### config.mk
export PLATFORM = sky130hd
export DESIGN_NAME = ro_sum_accumulator
export DESIGN_NICKNAME = d
export VERILOG_FILES = /design/src/rtl/tempsens_pkg.sv /design/src/rtl/sync_edge_det.sv /design/src/rtl/ro_sum_accumulator.sv
export SDC_FILE = /design/constraint.sdc
export NUM_CORES = 1
export LEC_CHECK = 0
export CORE_MARGIN = 1.5
export CORE_UTILIZATION = 25
export CTS_CLUSTER_SIZE = 40
export DETAILED_ROUTE_END_ITERATION = 10
export SLEW_MARGIN = 30
export SYNTH_ARGS = -nofsm -noshare
export SYNTH_HDL_FRONTEND = slang
export SYNTH_SLANG_ARGS = --single-unit
### constraint.sdc
create_clock -name clk -period 2.1 [get_ports clk]
set_input_delay 0.525 -clock clk [delete_from_list [all_inputs] [get_ports clk]]
set_output_delay 0.525 -clock clk [all_outputs]
set_load 0.005 [all_outputs]
### src/rtl/tempsens_pkg.sv
// rtl/tempsens_pkg.sv - shared encodings for the RO temperature sensor blocks
package tempsens_pkg;

   typedef enum logic [1:0] {
      IDLE   = 2'd0,
      SETTLE = 2'd1,
      COUNT  = 2'd2
   } state_t;

   localparam logic [1:0] SEL_SUM_HI = 2'd0;
   localparam logic [1:0] SEL_SUM_LO = 2'd1;

   localparam logic [7:0] START_CODE = 8'hA5;

endpackage

### src/rtl/sync_edge_det.sv
// rtl/sync_edge_det.sv - 2-FF synchronizer with a one-cycle rising-edge pulse
module sync_edge_det (
   input  logic clk,
   input  logic reset,
   input  logic sig,
   output logic pulse
);

   logic s1;
   logic s2;
   logic s3;

   // only s1 may go metastable; s3 is the history flop for edge detection
   always_ff @(posedge clk) begin
      if (reset) begin
         s1 <= 1'b0;
         s2 <= 1'b0;
         s3 <= 1'b0;
      end else begin
         s1 <= sig;
         s2 <= s1;
         s3 <= s2;
      end
   end

   assign pulse = s2 & ~s3;

endmodule

### src/rtl/ro_sum_accumulator.sv
// rtl/ro_sum_accumulator.sv - RO edge counter averaging NUM_WINDOWS gate windows into sum
module ro_sum_accumulator
   import tempsens_pkg::*;
#(
   parameter int WINDOW_CYCLES = 1000,
   parameter int NUM_WINDOWS   = 4,
   parameter int SETTLE_CYCLES = 16,
   parameter int SUM_W         = 16
) (
   input  logic             clk,
   input  logic             reset,
   input  logic             sum_en,
   input  logic             ro_in,
   input  logic [1:0]       send_sel,
   output logic             sum_ready,
   output logic [SUM_W-1:0] sum,
   output logic [7:0]       tx_byte
);

   localparam int SHIFT = $clog2(NUM_WINDOWS);
   localparam int ACC_W = SUM_W + SHIFT + 1;
   localparam int WC_W  = $clog2(WINDOW_CYCLES);
   localparam int WI_W  = (NUM_WINDOWS > 1) ? $clog2(NUM_WINDOWS) : 1;
   localparam int SC_W  = (SETTLE_CYCLES > 1) ? $clog2(SETTLE_CYCLES) : 1;

   localparam logic [WC_W-1:0]  WC_LAST = WC_W'(WINDOW_CYCLES - 1);
   localparam logic [WI_W-1:0]  WI_LAST = WI_W'(NUM_WINDOWS - 1);
   localparam logic [SC_W-1:0]  SC_LAST = SC_W'(SETTLE_CYCLES - 1);
   localparam logic [ACC_W-1:0] ACC_MAX = {ACC_W{1'b1}};
   localparam logic [ACC_W-1:0] SUM_MAX = {{(ACC_W - SUM_W){1'b0}}, {SUM_W{1'b1}}};

   state_t           state;
   state_t           state_n;
   logic [SC_W-1:0]  settle_cnt;
   logic [SC_W-1:0]  settle_cnt_n;
   logic [WC_W-1:0]  win_cnt;
   logic [WC_W-1:0]  win_cnt_n;
   logic [WI_W-1:0]  win_idx;
   logic [WI_W-1:0]  win_idx_n;
   logic [ACC_W-1:0] acc;
   logic [ACC_W-1:0] acc_n;
   logic [ACC_W-1:0] acc_inc;
   logic [ACC_W-1:0] avg;
   logic [SUM_W-1:0] sum_n;
   logic             publish;
   logic             ro_edge;
   logic [15:0]      sum_ext;

   sync_edge_det u_sync (
      .clk   (clk),
      .reset (reset),
      .sig   (ro_in),
      .pulse (ro_edge)
   );

   // acc_inc already includes this cycle's edge, so the final window edge counts
   assign acc_inc = (acc == ACC_MAX) ? acc : acc + ACC_W'(ro_edge);
   assign avg     = acc_inc >> SHIFT;
   assign sum_n   = (avg > SUM_MAX) ? {SUM_W{1'b1}} : avg[SUM_W-1:0];

   always_comb begin
      state_n      = state;
      settle_cnt_n = settle_cnt;
      win_cnt_n    = win_cnt;
      win_idx_n    = win_idx;
      acc_n        = acc;
      publish      = 1'b0;

      case (state)
         IDLE: begin
            settle_cnt_n = '0;
            win_cnt_n    = '0;
            win_idx_n    = '0;
            acc_n        = '0;
            if (sum_en) state_n = SETTLE;
         end
         SETTLE: begin
            settle_cnt_n = settle_cnt + 1'b1;
            if (settle_cnt == SC_LAST) begin
               state_n      = COUNT;
               settle_cnt_n = '0;
               win_cnt_n    = '0;
               win_idx_n    = '0;
               acc_n        = '0;
            end
         end
         COUNT: begin
            acc_n     = acc_inc;
            win_cnt_n = win_cnt + 1'b1;
            if (win_cnt == WC_LAST) begin
               win_cnt_n = '0;
               win_idx_n = win_idx + 1'b1;
               if (win_idx == WI_LAST) begin
                  publish   = 1'b1;
                  win_idx_n = '0;
                  acc_n     = '0;
               end
            end
         end
         default: state_n = IDLE;
      endcase

      // losing enable discards the partial measurement, even on a window end
      if (state != IDLE && !sum_en) begin
         state_n      = IDLE;
         settle_cnt_n = '0;
         win_cnt_n    = '0;
         win_idx_n    = '0;
         acc_n        = '0;
         publish      = 1'b0;
      end
   end

   always_ff @(posedge clk) begin
      if (reset) begin
         state      <= IDLE;
         settle_cnt <= '0;
         win_cnt    <= '0;
         win_idx    <= '0;
         acc        <= '0;
         sum        <= '0;
         sum_ready  <= 1'b0;
      end else begin
         state      <= state_n;
         settle_cnt <= settle_cnt_n;
         win_cnt    <= win_cnt_n;
         win_idx    <= win_idx_n;
         acc        <= acc_n;
         sum_ready  <= publish;
         if (publish) sum <= sum_n;
      end
   end

   assign sum_ext = 16'(sum);

   always_comb begin
      tx_byte = 8'h00;
      case (send_sel)
         SEL_SUM_HI: tx_byte = sum_ext[15:8];
         SEL_SUM_LO: tx_byte = sum_ext[7:0];
         default:    tx_byte = 8'h00;
      endcase
   end

endmodule

==> results.sh <==
export IMPL_hold_class="flop to flop"
export IMPL_ys_flop_type="dfxtp_1"
export IMPL_outcome="finished with violations"
export IMPL_p_comb_share_pct=6.7
export IMPL_finalHoldViolations=0
export IMPL_crit_path_max_incr_delay_ps=400
export IMPL_insertion_delay_ps=330
export IMPL_rows=39
export IMPL_syn_area_sq_mm=0.002994
export IMPL_drive_gt1_share_pct=21.34
export IMPL_min_period_ps=2028
export IMPL_synth_top_area_share_pct=38.11
export IMPL_grtUsageTotal_pct=12.93
export IMPL_cp_arrival_ps=2250
export IMPL_violations="DRC"
export IMPL_wirelength_um=7749
export IMPL_die_height_um=112.4
export IMPL_ys_ff_latch=57
export IMPL_grt_pass1_wl_um=13110
export IMPL_dp_slack_ps=-284.2
export IMPL_tightest_slew_ps=691.8
export IMPL_gp_congestion=0.8189
export IMPL_grt_max_degree=21
export IMPL_fp_dieArea_sq_mm=0.01264
export IMPL_finClkSkew_ps=5.354
export IMPL_cts_sinks=57
export IMPL_switching_share_pct=20.14
export IMPL_ctsHtreeMaxLevel=3
export IMPL_layout_core_utilization_pct=35.97
export IMPL_dr_pass1_iters=7
export IMPL_cp_cell_sequence="ha_2, nand2_1, o41ai_1, buf_4, or2_1, o21ai_1, a21o_1"
export IMPL_crit_slowest_cell="o41ai_1"
export IMPL_relSlewSlack_pct=53.71
export IMPL_vdd_drop_max_mv=0.4023
export IMPL_synth_area_leaders="dfxtp_1 (38%), nor2_1 (4.8%), xnor2_1 (4.1%)"
export IMPL_async_reset_ff_share_pct=0
export IMPL_startpoint_type="flop"
export IMPL_place_area_sq_mm=0.003662
export IMPL_leakage_uw=0.001533
export IMPL_synth_top_cell_by_area="dfxtp_1"
export IMPL_via_count=2777
export IMPL_first_iter_violations=178
export IMPL_nets=423
export IMPL_crit_required_ps=2320
export IMPL_area_growth_pct=38.95
export IMPL_worstSetupPathType="flop to flop"
export IMPL_antenna_found_initial=0
export IMPL_path_clk_slew_ps=50
export IMPL_num_antenna_cells=0
export IMPL_syn_nets=360
export IMPL_grt_pass1_vias=2664
export IMPL_clk_path_buf_depth=2
export IMPL_yosysMostFrequentCell="dfxtp_1"
export IMPL_power_density_mw_per_mm2=760.5
export IMPL_synth_yosys_seq_area_share_pct=38.11
export IMPL_power_frac_seq_pct=35.1
export IMPL_worst_setup_path_end_kind="flop"
export IMPL_worst_slack_ps=72.30
export IMPL_place_hpwl_um=5694
export IMPL_yosys_cell_types_count=56
export IMPL_worst_path_buf_inv=1
export IMPL_port_buffer_count=30
export IMPL_netSwitchingPower_uw=637.3
export IMPL_p_total_uw=3164
export IMPL_drc=9
export IMPL_cts_tree="done"
export IMPL_fin_area_sq_mm=0.004160
export IMPL_start_util_pct=25.89
export IMPL_setup_viol=0
export IMPL_via_per_inst=4.959
export IMPL_cts_buffers=9
export IMPL_post_route_period_util_pct=96.56
export IMPL_p_int_uw=2527
export IMPL_yosysWarningCount=0
export IMPL_wire_per_inst_um=13.84
export IMPL_grt_ovfl_total=0
export IMPL_core_area_sq_mm=0.01156
export IMPL_ant_nets=0
export IMPL_pin_count=31
export IMPL_synthCells=349
export IMPL_syn_avg_cell_area_sq_um=8.579
export IMPL_cp_max_fo=11
export IMPL_postCtsHoldBufs=0
export IMPL_clockRootBuffer="clkbuf_16"
export IMPL_power_frac_clock_pct=58.2
export IMPL_path_delay_family="compound AO/OA/AOI/OAI gates"
export IMPL_synth_common_cells="dfxtp_1 (57), nor2_1 (38), nand2_1 (23), o21ai_0 (18), a21oi_1 (16)"
export IMPL_maxCapViolCount=0
export IMPL_die_w_um=112.4
export IMPL_fmax_mhz=493.2
export IMPL_slew_viol_final=0
export IMPL_synth_edff_count=0
-- per-stage QoR --
step,TNS [ps],instances,hold slack [ps]
floorplan,0,349,413.8
global placement,-2421,539,451.1
detailed placement,-2924,539,443.2
CTS,0,558,469.8
global route,-37.48,560,480.5
finish,0,560,475.2
-- metal layers --
| layer | up-vias | global-route usage, % | wire length [um] |
|---|---|---|---|
| li1 | 1394 | - | - |
| met1 | 1305 | 16.63 | 3720 |
| met2 | 64 | 20.57 | 3513 |
| met3 | 14 | 3.834 | 388 |
| met4 | 0 | 4.810 | 126 |
| met5 | - | 0 | 0 |
-- power groups by stage --
| stage | registers (uW) | logic, uW | clock network [uW] |
|---|---|---|---|
| floorplan | 1130 | 129 | 0 |
| global placement | 1130 | 204 | 0 |
| detailed placement | 1130 | 209 | 0 |
| CTS | 1110 | 212 | 1880 |
| global route | 1110 | 238 | 1920 |
| finish | 1110 | 213 | 1840 |
-- sequential cells by signal, summed over array words and instances (netlist names) --
name	cells
acc	19
u_sync.s2	1
settle_cnt	4
win_cnt	10
sum_ready	1
sum	16
win_idx	2
state	2
u_sync.s1	1
u_sync.s3	1
-- tightest hold or removal path: stages, from the launching register on --
cell and delay, ps:
dfxtp_1 320, nand2_1 60, a21oi_1 50
-- layout by cell type (no fill, tap or decap), types with 4 or more instances in the layout --
cell             instances
a211oi_1                 6
a21oi_1                 16
a21oi_2                  9
a31oi_1                 10
and2_1                   4
and3_1                   5
and4_1                   6
buf_4                   37
bufinv_16                4
clkbuf_16               10
clkdlybuf4s50_1         20
dfxtp_1                 56
dlygate4sd2_1            9
inv_1                    9
mux2i_1                  9
nand2_1                 23
nand3_1                  9
nand4_1                  8
nor2_1                  38
nor2b_1                  8
nor3_1                   5
o21ai_0                 17
o21bai_1                11
or3_1                    7
xnor2_1                 14
xor2_1                   6
-- cells by family (layout without fill, tap and decap cells) --
kind of cell    Yosys count  after routing  synth area share [%]
mux                       9              9                 3.009
buf+inv                  27             95                 4.513
fa+ha+maj                 5              5                 2.089
simple gates            134            134                 24.41
flops                    57             57                 38.11
compound gates           97             97                 22.02
xor+xnor                 20             20                 5.850
-- repair_timing --
item,4_1_cts,5_1_grt
buffers inserted,2,2
cloned,1,0
endpoints found under the hold margin,0,0
pin swaps,1,3
endpoints found under the setup margin,25,19
resized for setup,17,12
-- layout make-up --
| class | instances | area, sq um |
|---|---|---|
| clock buffers | 11 | 252.7 |
| clock inverters | 5 | 125.1 |
| fillers | 1167 | 7405 |
| inverters | 9 | 33.78 |
| multi-input cells | 265 | 1802 |
| flip-flops and latches | 57 | 1142 |
| well taps | 143 | 178.9 |
| repair buffers | 70 | 625.6 |
-- worst paths after layout --
| path | start | end | slack, ps | depth (start not counted) |
|---|---|---|---|---|
| setup / recovery | win_cnt[1] | acc[11] | 70 | 7 |
| hold / removal | win_idx[0] | win_idx[0] | 480 | 2 |
| setup reg to reg | win_cnt[1] | acc[11] | 70 | 7 |
| hold reg to reg | win_idx[0] | win_idx[0] | 480 | 2 |
(Power assumes the default switching activity.)
==> patch: new RTL, same settings <==
Set the parameter `SETTLE_CYCLES` to 8 (it was 16).
--- a/src/rtl/ro_sum_accumulator.sv
+++ b/src/rtl/ro_sum_accumulator.sv
@@ -5,5 +5,5 @@
    parameter int WINDOW_CYCLES = 1000,
    parameter int NUM_WINDOWS   = 4,
-   parameter int SETTLE_CYCLES = 16,
+   parameter int SETTLE_CYCLES = 8,
    parameter int SUM_W         = 16
 ) (
Function: no difference found for any inputs over 10 cycles, from zero or initial values and one cycle with reset high; that may be too few to reach the edited logic, so the function may still have changed.
==> patch against the original RTL <==
Routed wire length shrank 8.3%. Synthesized area shrank 2.7%. Count of clock-buffer cells in the layout shrank 6. Clock power shrank 54%. Synthesized cell count shrank 2.6%. Critical path depth shrank 4. Sequential cell count shrank 1. Utilization shrank 2.8 points. Critical path type is now in2out. Worst setup slack gained 0.010 ns. Fmax grew 0.52%. Total power shrank 35%. Cell area shrank 9.4%. Combinational power shrank 35%. Final cell count shrank 4.6%.
==> patch: results (changes against the original RTL) <==
outcome: "completed"
firstDrtPassIters: 4  # -3
dp_hpwl_um: 5250  # -7.8%
fin_worst_skew_ns: 0.0122  # +0.00685 ns
n_antenna_cell: 0  # unchanged
grt_use_total: 0.115  # -0.0142
pre_cts_slack_ns: -0.313  # -0.0283 ns
place_inst: 524  # -2.8%
antenna_found_initial: 0  # unchanged
crit_arrival_ns: 1.49  # -0.76 ns
clk_pin_slew_ns: 0.07  # +0.02 ns
htree_levels: 2  # -1
drt-wirelength-per-cell_um: 13.3  # -3.8%
grt_max_degree: 21  # unchanged
place_area_um2: 3570  # -2.4%
wirelength_um: 7110  # -8.3%
slowest_delay_ns: 0.61  # +0.21 ns
cts_buffers: 5  # -4
root_buffer: "clkbuf_16"
synthTopCellsByCount: "dfxtp_1 (56), nor2_1 (47), nand2_1 (31)"
p_leak_nw: 1.31  # -15%
ys_seq_area_frac: 0.385  # +0.00377
synth_compound_area_frac: 0.208  # -0.0119
synth_fa_ha_area_frac: 0.0258  # +0.00488
r2r_start: "u_sync.s2"
place.gp.congestion: 0.837  # +2.2%
netlist_instances: 340  # -2.6%
power.switching_mw: 0.498  # -22%
via_per_inst: 4.99  # +0.53%
synth_nets: 352  # -2.2%
drive_above_1_share: 0.184  # -0.0293
finalNetCount: 402  # -5.0%
hp-start: "u_sync.s1"
tightest_slew_ns: 0.373  # -0.319 ns
synth.area.top_cells: "dfxtp_1 (38%), nor2_1 (6.1%), xnor2_1 (5.1%)"
slowest_stage: "clkdlybuf4s50_1"
hold_class: "reg2reg"
ir_worst_vdd_uv: 357  # -11%
grt_pass1_vias: 2508  # -5.9%
grt_pass1_wl_um: 11900  # -9.2%
startpoint: "send_sel[1]"
synth.mux.area_fraction: 0.0275  # -0.00260
critical_path.max_fanout: 8  # -3
synth_xor_area_frac: 0.0631  # +0.00464
worstSkewPairLatency_ns: 0.30  # -0.03 ns
port_buffers: 30  # unchanged
synth_cell_type_count: 52  # -7.1%
drt_iter0_drc: 110  # -38%
[patch: cell count changes after synthesis, moves of 8 or more]
cell / unedited run / this run
nor2_1: 38 / 47
a21oi_1: 16 / 28
a211oi_2: 1 / 10
o21bai_1: 11 / 1
nand2_1: 23 / 31
a31oi_1: 10 / 1
a21oi_2: 9 / 1
[patch: routing by layer]
metal  routed length [um]  vias to the layer above  GRT usage
met1                 3470                     1262      0.154
met2                 3220                       61      0.183
met4                  114                        0     0.0427
met5                    0                        -          0
met3                  303                       13     0.0235
li1                     -                     1326          -
[patch: worst paths after layout]
kind / depth (start not counted) / end / slack (ns)
worst max-delay path: 3 / tx_byte[4] / 0.08
worst min-delay path: 1 / u_sync.s2 / 0.44
worst min register to register: 1 / u_sync.s2 / 0.44
worst max register to register: 9 / acc[8] / 0.14
[patch: cell type report]
| type | count | area [um2] |
|---|---|---|
| clock buffer | 5 | 125 |
| clock inverter | 3 | 21.3 |
| fill | 1187 | 7600 |
| inverter | 5 | 18.8 |
| multi-input combinational | 258 | 1720 |
| sequential | 56 | 1120 |
| tap | 143 | 179 |
| timing repair buffer | 64 | 587 |
[patch: repair_timing]
action / CTS / global route
pin swaps: 1 / 1
resized for setup: 11 / 9
setup endpoints to repair: 10 / 23
buffers inserted: 1 / 1
[patch: power groups by stage]
stage | sequential [mW] | combinational, mW | clock, mW
floorplan | 1.10 | 0.0809 | 0
global placement | 1.10 | 0.135 | 0
detailed placement | 1.10 | 0.137 | 0
CTS | 1.08 | 0.139 | 0.872
global route | 1.08 | 0.154 | 0.910
finish | 1.08 | 0.139 | 0.853
[patch: critical path, delay by kind of cell]
family,cells,cell delay [ns]
buf+inv,2,0.88
simple gates,1,0.09
